--- src/rtl/jzjpcc_mem_access_sequencer.sv ---
// jzjpcc_mem_access_sequencer
// Drives the single-port synchronous data RAM for loads and stores from the
// memory stage: byte masks, lane-aligned write data, load extraction and
// extension, and splitting of word-crossing accesses into two RAM accesses.
// Build option: define JZJPCC_MISALIGNED_SPLIT_EN to split crossing accesses;
// without it a crossing access completes immediately with a fault.
module jzjpcc_mem_access_sequencer #(
  parameter int ADDR_WIDTH = 32
) (
  input  logic                  clock,
  input  logic                  reset,
  input  logic                  memRequest_memory,
  input  logic                  memWrite_memory,
  input  logic [2:0]            funct3_memory,
  input  logic [ADDR_WIDTH-1:0] memAddress_memory,
  input  logic [31:0]           rs2_memory,
  output logic                  memAck_memory,
  output logic [31:0]           memLoadResult_memory,
  output logic                  misalignedFault_memory,
  output logic                  stall_memory,
  output logic [ADDR_WIDTH-3:0] dmemWordAddress,
  output logic [3:0]            dmemByteMask,
  output logic [31:0]           dmemWriteData,
  output logic                  dmemEnable,
  output logic                  dmemWriteEnable,
  input  logic [31:0]           dmemReadData
);

  typedef enum logic [1:0] {IDLE, ACC_LO, ACC_HI, RESP} state_t;

  state_t                state, state_nxt;
  logic                  write_p0;
  logic [2:0]            funct3_p0;
  logic [ADDR_WIDTH-1:0] addr_p0;
  logic [31:0]           rs2_p0;
  logic                  fault_p0;

  logic                  accept;
  logic                  fault_in;
  logic [1:0]            off_p0;
  logic [3:0]            base_p0;
  logic [ADDR_WIDTH-3:0] word_lo;
  logic [3:0]            mask_lo;
  logic [31:0]           wdata_lo;
  logic [31:0]           rdata_lo;
  logic [31:0]           load_raw;

  // Lanes touched by an aligned access of the given width.
  function automatic logic [3:0] base_mask(input logic [2:0] f3);
    case (f3[1:0])
      2'b00:   return 4'b0001;
      2'b01:   return 4'b0011;
      default: return 4'b1111;
    endcase
  endfunction

  // True when the access spills past the end of its 32-bit word.
  function automatic logic is_crossing(input logic [2:0] f3, input logic [1:0] off);
    return ((f3[1:0] == 2'b01) && (off == 2'd3)) ||
           ((f3[1:0] == 2'b10) && (off != 2'd0));
  endfunction

  // Encodings with no RV32I load/store meaning, including unsigned stores.
  function automatic logic is_illegal(input logic wr, input logic [2:0] f3);
    return (f3 == 3'b011) || (f3 == 3'b110) || (f3 == 3'b111) || (wr && f3[2]);
  endfunction

  // Truncate to the access width, then sign- or zero-extend.
  function automatic logic [31:0] extend_load(input logic [2:0] f3, input logic [31:0] raw);
    logic signed [7:0]  b;
    logic signed [15:0] h;
    logic signed [31:0] sx;
    b  = raw[7:0];
    h  = raw[15:0];
    sx = 32'sd0;
    case (f3)
      3'b000:  sx = b;
      3'b001:  sx = h;
      3'b010:  sx = raw;
      3'b100:  sx = {24'd0, raw[7:0]};
      3'b101:  sx = {16'd0, raw[15:0]};
      default: sx = 32'sd0;
    endcase
    return sx;
  endfunction

  assign accept = (state == IDLE) && memRequest_memory;
`ifdef JZJPCC_MISALIGNED_SPLIT_EN
  assign fault_in = is_illegal(memWrite_memory, funct3_memory);
`else
  assign fault_in = is_illegal(memWrite_memory, funct3_memory) ||
                    is_crossing(funct3_memory, memAddress_memory[1:0]);
`endif

  assign off_p0   = addr_p0[1:0];
  assign base_p0  = base_mask(funct3_p0);
  assign word_lo  = addr_p0[ADDR_WIDTH-1:2];
  assign mask_lo  = base_p0 << off_p0;
  assign wdata_lo = rs2_p0 << {off_p0, 3'b000};
  assign stall_memory = memRequest_memory & ~memAck_memory;

`ifdef JZJPCC_MISALIGNED_SPLIT_EN
  logic                  cross_p0;
  logic [ADDR_WIDTH-3:0] word_hi;
  logic [3:0]            mask_hi;
  logic [31:0]           wdata_hi;
  logic [31:0]           hold_p1;

  assign cross_p0 = is_crossing(funct3_p0, off_p0);
  // Wraps to word 0 past the all-ones address.
  assign word_hi  = word_lo + (ADDR_WIDTH-2)'(1);
  assign mask_hi  = base_p0 >> (3'd4 - {1'b0, off_p0});
  // Shift by 8*(4-off); off is never 0 here, so the amount fits in 5 bits.
  assign wdata_hi = rs2_p0 >> 5'(6'd32 - {1'b0, off_p0, 3'b000});
  assign rdata_lo = cross_p0 ? hold_p1 : dmemReadData;

  // Low-word read data arrives during ACC_HI; keep it for assembly in RESP.
  always_ff @(posedge clock) begin
    if (state == ACC_HI)
      hold_p1 <= dmemReadData;
  end
`else
  assign rdata_lo = dmemReadData;
`endif

  assign load_raw = 32'({dmemReadData, rdata_lo} >> {off_p0, 3'b000});

  // Control state and the fault flag; only these are reset.
  always_ff @(posedge clock) begin
    if (reset) begin
      state    <= IDLE;
      fault_p0 <= 1'b0;
    end else begin
      state <= state_nxt;
      if (accept)
        fault_p0 <= fault_in;
    end
  end

  // Request latch: inputs are captured once, in the accept cycle.
  always_ff @(posedge clock) begin
    if (accept) begin
      write_p0  <= memWrite_memory;
      funct3_p0 <= funct3_memory;
      addr_p0   <= memAddress_memory;
      rs2_p0    <= rs2_memory;
    end
  end

  // Next-state and RAM/pipeline outputs; everything idles at zero.
  always_comb begin
    state_nxt              = state;
    memAck_memory          = 1'b0;
    misalignedFault_memory = 1'b0;
    memLoadResult_memory   = 32'd0;
    dmemEnable             = 1'b0;
    dmemWriteEnable        = 1'b0;
    dmemWordAddress        = '0;
    dmemByteMask           = 4'd0;
    dmemWriteData          = 32'd0;
    case (state)
      IDLE: begin
        if (memRequest_memory)
          state_nxt = fault_in ? RESP : ACC_LO;
      end
      ACC_LO: begin
        dmemEnable      = 1'b1;
        dmemWriteEnable = write_p0;
        dmemWordAddress = word_lo;
        dmemByteMask    = mask_lo;
        dmemWriteData   = wdata_lo;
`ifdef JZJPCC_MISALIGNED_SPLIT_EN
        state_nxt       = cross_p0 ? ACC_HI : RESP;
`else
        state_nxt       = RESP;
`endif
      end
`ifdef JZJPCC_MISALIGNED_SPLIT_EN
      ACC_HI: begin
        dmemEnable      = 1'b1;
        dmemWriteEnable = write_p0;
        dmemWordAddress = word_hi;
        dmemByteMask    = mask_hi;
        dmemWriteData   = wdata_hi;
        state_nxt       = RESP;
      end
`endif
      RESP: begin
        memAck_memory          = 1'b1;
        misalignedFault_memory = fault_p0;
        if (!write_p0 && !fault_p0)
          memLoadResult_memory = extend_load(funct3_p0, load_raw);
        state_nxt              = IDLE;
      end
      default: state_nxt = IDLE;
    endcase
  end

endmodule

--- config.mk ---
export PLATFORM = sky130hd
export DESIGN_NAME = jzjpcc_mem_access_sequencer
export DESIGN_NICKNAME = d
export VERILOG_FILES = /design/src/rtl/jzjpcc_mem_access_sequencer.sv
export SDC_FILE = /design/constraint.sdc
export NUM_CORES = 1
export LEC_CHECK = 0
export CORE_MARGIN = 2
export CORE_UTILIZATION = 45
export CTS_CLUSTER_SIZE = 28
export DETAILED_ROUTE_END_ITERATION = 16
export PLACE_DENSITY_LB_ADDON = 0.12
export SLEW_MARGIN = 20
export SYNTH_ARGS = -nofsm -noshare
export SYNTH_HDL_FRONTEND = slang
export SYNTH_SLANG_ARGS = --single-unit
--- constraint.sdc ---
create_clock -name clock -period 14.3 [get_ports clock]
set_clock_uncertainty 0.05 [all_clocks]
set_input_delay 2.86 -clock clock [delete_from_list [all_inputs] [get_ports clock]]
set_output_delay 2.86 -clock clock [all_outputs]
set_load 0.01 [all_outputs]
==> results of run 1 <==
==> layout make-up <==
cell class	instances	area, um2
Clock buffer	9	124
Clock inverter	7	103
Fill cell	657	2670
Inverter	3	11.3
Multi-Input combinational cell	233	1990
Sequential cell	71	2100
Tap cell	129	161
Timing Repair Buffer	209	2080
==> worst max-delay path: cells and delay by family <==
kind | cells | cell delay, ns
mux | 2 | 0.99
buf+inv | 2 | 0.98
compound gates | 1 | 0.17
==> worst paths after layout <==
path / start / depth (start not counted) / endpoint / slack, ns
worst max-delay path: dmemReadData[31] / 5 / memLoadResult_memory[31] / 6.38
worst max register to register: state[1] / 4 / fault_p0 / 12.28
worst min register to register: fault_p0 / 2 / fault_p0 / 0.47
worst min-delay path: fault_p0 / 2 / fault_p0 / 0.47
==> layout by cell type, fill, tap and decap left out, drive strengths merged, types with 11 or more instances in the layout <==
master / synthesis / layout
clkdlybuf4s50: 0 / 205
a211oi: 18 / 18
nand3: 16 / 16
nor2b: 11 / 11
o21ai: 28 / 28
and2: 40 / 40
nor2: 13 / 13
a21oi: 18 / 18
mux4: 32 / 32
edfxtp: 68 / 68
nand2: 11 / 11
mux2i: 17 / 17
==> sequential cells by signal, summed over array words and instances (netlist names) <==
signal     flops
addr_p0       32
fault_p0       1
funct3_p0      3
rs2_p0        32
state          2
write_p0       1
==> routing by layer <==
| metal | share of wire (%) | routed length, um | up-vias | GRT usage [%] |
|---|---|---|---|---|
| met5 | 0 | 0 | - | 0 |
| met4 | 1.4 | 154 | 0 | 6.44 |
| met3 | 10 | 1170 | 12 | 7.87 |
| met1 | 38 | 4300 | 1753 | 27.1 |
| li1 | - | - | 1680 | - |
| met2 | 51 | 5740 | 179 | 37.3 |
==> cell families (layout without fill, tap and decap cells) <==
kind of cell | Yosys count | after routing | share of synthesized area, %
AND/OR/NAND/NOR | 117 | 117 | 15.7
flip-flops | 71 | 71 | 49.3
multiplexers | 49 | 49 | 21.4
buffers and inverters | 34 | 228 | 4.31
AO/OA/AOI/OAI | 67 | 67 | 9.27
==> through the flow <==
stage | instance area [um2] | util [%]
after floorplan | 4270 | -
after global placement | 6340 | 68.6
after detailed placement | 6340 | 68.6
after CTS | 6570 | 71.1
after global routing | 6570 | 71.1
final | 6570 | 71.1
==> power by group through the flow <==
stage	sequential [mW]	clock (mW)	combinational [mW]
floorplan	0.257	0	0.0675
global placement	0.259	0	0.123
detailed placement	0.259	0	0.126
CTS	0.255	0.189	0.126
global route	0.257	0.197	0.135
finish	0.254	0.183	0.125
==> metrics.csv, run 1 <==
metric,value,unit
vias,3624,
Final GP Congestion,0.873,
H-tree Lvls,3,
slowest cell delay on critical path,0.55,ns
hold slack final,0.465,ns
Hold Fails Final Rpt,0,
Setup WS post-layout,6.38,ns
num rows,35,
register area share after synthesis,49.3,%
clock buffer depth,2,
post-synthesis cell count,338,
Synth Cell Area,4270,um2
Root Buffer,clkbuf_8,
largest net degree at the start of global routing,66,
Worst Path Arrival,5.01,ns
Total GRT Usage,22.2,%
CTS hold repair buffers,0,
post-CTS setup buffers,0,
Setup CP Type,input port to output pin,
clk slew on worst S/H paths,0.08,ns
fin crit share,55.4,%
crit-path cells,clkdlybuf4s50_1 > mux4_2 > mux2i_4 > o21ai_0 > clkdlybuf4s50_1,
vias in the first global route,3628,
part of the power in registers,45.2,%
die height,101,um
Cells after DPL,645,
CP Max Fanout,16,
Worst EP required,11.39,ns
Post-DP HPWL,8370,um
grt ovf,0,
DIE AREA,10300,um2
total power draw,0.563,mW
Combinational Power Share,22.2,%
largest cells by area after synthesis,"edfxtp_1, mux4_2, and2_1, mux2i_1, a211oi_1",
total negative slack,0,ns
Max-Slew Margin vs Limit,37.0,%
first-pass GRT wire length,17700,um
worst hold path class,flip-flop to flip-flop,
number of flops mapped to enable cells by yosys,68,
layout overhead on the synthesized area,54.0,%
actual slew at the worst max-slew pin,0.945,ns
"count leader, synth",edfxtp_1,
Critical Path End Type,output pin,
port bufs,205,
PwrDens,85.7,nW/um2
most frequent CP cell,clkdlybuf4s50_1,
dominant synthesized flop cell,edfxtp_1,
Synth Register Bits,71,
post-synth top area share,47.9,%
Clock Power Share,32.6,%
max-slew violation count,0,
clock period minus worst slack,7.92,ns
pre-CTS setup slack,6.38,ns
syn avg cell area,12.6,um2
# clock sinks,71,
vias per std cell,5.48,
Max Freq,126,MHz
# Max-Cap Violations,0,
drt first-iter violations,121,
ANT cells,0,
Ys Warns,0,
count of different cell masters after synthesis,35,
final cell count without fillers,661,
Initial Util,46.2,%
ys async rst share,0,%
Switching Fraction,25.5,%
"Clk Latency, worst-skew pair",0.34,ns
Syn Nets,441,
die extent in x,101,um
post-route ant nets,0,
static leakage,2.26,nW
Nets,630,
status,finished clean,
maximum vdd drop,0.0000615,V
final WL,11400,um
Int Pwr,0.419,mW
ratio of cells with drive above 1 in the final layout,12.0,%
DRC viols,0,
Post-synth top cells,"edfxtp_1, and2_1, mux4_2, a211oi_1, a21oi_1",
post-cts gate resize count,0,
wire per inst,17.2,um
drt first pass iters,4,
Core Region,9240,um2
CTS tree,built,
unrepaired setup endpoints after global routing,false,
initial antenna violation count,0,
num ports,206,
Sw Pwr,0.144,mW
post-synth top area cell,edfxtp_1,
TritonCTS buffer count,9,
Final setup viols,0,
startpoint types,input port,
CP max-delay cell,mux4_2,
Note: power is estimated with default switching activity, not from simulation.
==> run 2, diff against run 1 <==
--- a/config.mk
+++ b/config.mk
@@ -6,7 +6,7 @@
 export NUM_CORES = 1
 export LEC_CHECK = 0
 export CORE_MARGIN = 2
-export CORE_UTILIZATION = 45
+export CORE_UTILIZATION = 41
 export CTS_CLUSTER_SIZE = 28
 export DETAILED_ROUTE_END_ITERATION = 16
 export PLACE_DENSITY_LB_ADDON = 0.12
==> constraint.sdc (replaced) <==
create_clock -name clock -period 8.3 [get_ports clock]
set_clock_uncertainty 0.05 [all_clocks]
set_input_delay 1.66 -clock clock [delete_from_list [all_inputs] [get_ports clock]]
set_output_delay 1.66 -clock clock [all_outputs]
set_load 0.01 [all_outputs]
==> run 2 against run 1 <==
  * Global-route usage down 1.5 points
  * Sequential power up 72%
  * Via count down 2.1%
  * Combinational power up 75%
  * Register-to-register slack worse by 6.0 ns
  * Total power up 69%
  * Largest power group unchanged
==> metrics.csv, run 2 (synthesized netlist as in run 1, its figures left out) <==
metric,value,unit,change
status,finished clean,,
Max Freq,182,MHz,
clk slew on worst S/H paths,0.07,ns,about the same
startpoint types,input port,,
vias in the first global route,3501,,-3.5%
Core Region,10200,um2,+11%
num rows,37,,+5.7%
post-layout util,64.2,%,-6.9 points
most frequent CP cell,clkdlybuf4s50_1,,
drt first-iter violations,173,,+43%
Nets,631,,+0.16%
hold wc startpoint,fault_p0,,
"most common cell after layout, fill and taps aside",clkdlybuf4s50_1,,
CP max-delay cell,mux4_2,,
worst reg2reg path depth,2,,-2
drt first pass iters,4,,unchanged
clock buffer depth,2,,unchanged
CP Max Fanout,16,,unchanged
# clock sinks,71,,unchanged
PwrDens,145,nW/um2,+69%
actual slew at the worst max-slew pin,1.06,ns,+0.113 ns
DRC viols,0,,unchanged
grt ovf,0,,unchanged
Final setup viols,0,,unchanged
num ports,206,,unchanged
ANT cells,0,,unchanged
Total GRT Usage,20.7,%,-1.5 points
CTS tree,built,,
DIE AREA,11200,um2,+9.4%
port bufs,205,,unchanged
# Max-Cap Violations,0,,unchanged
final WL,11500,um,+1.6%
total negative slack,0,ns,unchanged
crit-path cells,clkdlybuf4s50_1 > mux4_2 > mux2i_4 > o21ai_0 > clkdlybuf4s50_1,,
clock period minus worst slack,5.50,ns,
wire per inst,17.3,um,+0.40%
Max-Slew Margin vs Limit,29.4,%,-7.5 points
unrepaired setup endpoints after global routing,false,,
Worst EP required,6.59,ns,-4.80 ns
register area,2100,um2,unchanged
fin crit share,66.3,%,
static leakage,2.25,nW,-0.32%
Hold Crit Depth,2,,unchanged
post-route ant nets,0,,unchanged
Setup WS post-layout,2.80,ns,-3.58 ns
Post-DP HPWL,8450,um,+0.85%
H-tree Lvls,3,,unchanged
vias per std cell,5.30,,-3.3%
post-cts gate resize count,0,,unchanged
CTS hold repair buffers,0,,unchanged
vias,3547,,-2.1%
"Clk Latency, worst-skew pair",0.33,ns,about the same
slowest cell delay on critical path,0.54,ns,about the same
reg2reg end,rs2_p0[16],,
Initial Util,41.7,%,-4.5 points
most frequent cells in the layout,"clkdlybuf4s50_1, edfxtp_1, and2_1",,
layout overhead on the synthesized area,54.0,%,about the same
Hold Path End,fault_p0,,
Root Buffer,clkbuf_8,,
ratio of cells with drive above 1 in the final layout,11.8,%,-0.21 points
die height,106,um,+4.6%
Final GP Congestion,0.820,,-6.0%
pre-CTS setup slack,2.83,ns,-3.55 ns
total power draw,0.951,mW,+69%
Cells after DPL,653,,+1.2%
Critical Path End Type,output pin,,
Multi-input gate area,1990,um2,unchanged
max-slew violation count,0,,unchanged
Setup CP Type,input port to output pin,,
worst hold path class,flip-flop to flip-flop,,
post-CTS setup buffers,0,,unchanged
Reg2Reg Setup Slack,6.31,ns,-5.97 ns
maximum vdd drop,0.000129,V,+110%
Hold Fails Final Rpt,0,,unchanged
Critical R2R Launch,state[1],,
Worst Path Arrival,3.79,ns,-1.22 ns
final cell count without fillers,669,,+1.2%
biggest regs,"addr_p0 x32, rs2_p0 x32, funct3_p0 x3",,
Filler Cell Count,829,,+26%
die extent in x,106,um,+4.6%
largest net degree at the start of global routing,71,,+7.6%
initial antenna violation count,0,,unchanged
first-pass GRT wire length,18100,um,+2.0%
TritonCTS buffer count,9,,unchanged
-- run 2: changes by cell type in the layout (fill, tap and decap cells not counted) --
cell,before,now
clkinv_1,0,1
clkbuf_1,0,1
buf_4,4,5
inv_8,1,0
inv_6,2,0
clkinvlp_4,0,1
-- run 2: area by class of cell --
| class | count | share of cell area, % |
|---|---|---|
| clock buffers | 10 | 1.94 |
| clock inverters | 6 | 1.29 |
| inverters | 3 | 0.171 |
| multi-input cells | 233 | 30.2 |
| flip-flops and latches | 71 | 32.0 |
| well taps | 136 | 2.59 |
| repair buffers | 210 | 31.8 |
-- run 2: through the flow --
step,area (um2),hold WS [ns]
2_1_floorplan,4270,0.427
3_3_place_gp,6360,0.445
3_5_place_dp,6360,0.444
4_1_cts,6570,0.454
5_1_grt,6570,0.480
6_report,6570,0.448
-- run 2: metal layers --
| layer | part of all wire (%) | global-route usage (%) |
|---|---|---|
| met3 | 9.2 | 7.05 |
| met1 | 40 | 26.2 |
| met2 | 50 | 34.4 |
| met5 | 0 | 0 |
| met4 | 0.85 | 4.79 |
-- run 2: worst max-delay path by stage --
stage	start	end	cells after the start
2_1_floorplan	memRequest_memory	fault_p0	3
3_3_place_gp	dmemReadData[31]	memLoadResult_memory[16]	5
3_5_place_dp	dmemReadData[31]	memLoadResult_memory[19]	5
4_1_cts	dmemReadData[31]	memLoadResult_memory[19]	5
5_1_grt	dmemReadData[31]	memLoadResult_memory[19]	5
6_report	dmemReadData[31]	memLoadResult_memory[19]	5
-- run 2: worst max-delay path: cells and delay by family --
kind	cells	cell delay [ns]
mux	2	0.97
buf+inv	2	0.98
compound gates	1	0.18
-- run 2: report_power, final --
group          switching (mW)  internal, mW  leakage [nW]
registers              0.0136         0.424         0.669
logic                  0.0928         0.126          1.48
clock network           0.127         0.168         0.104
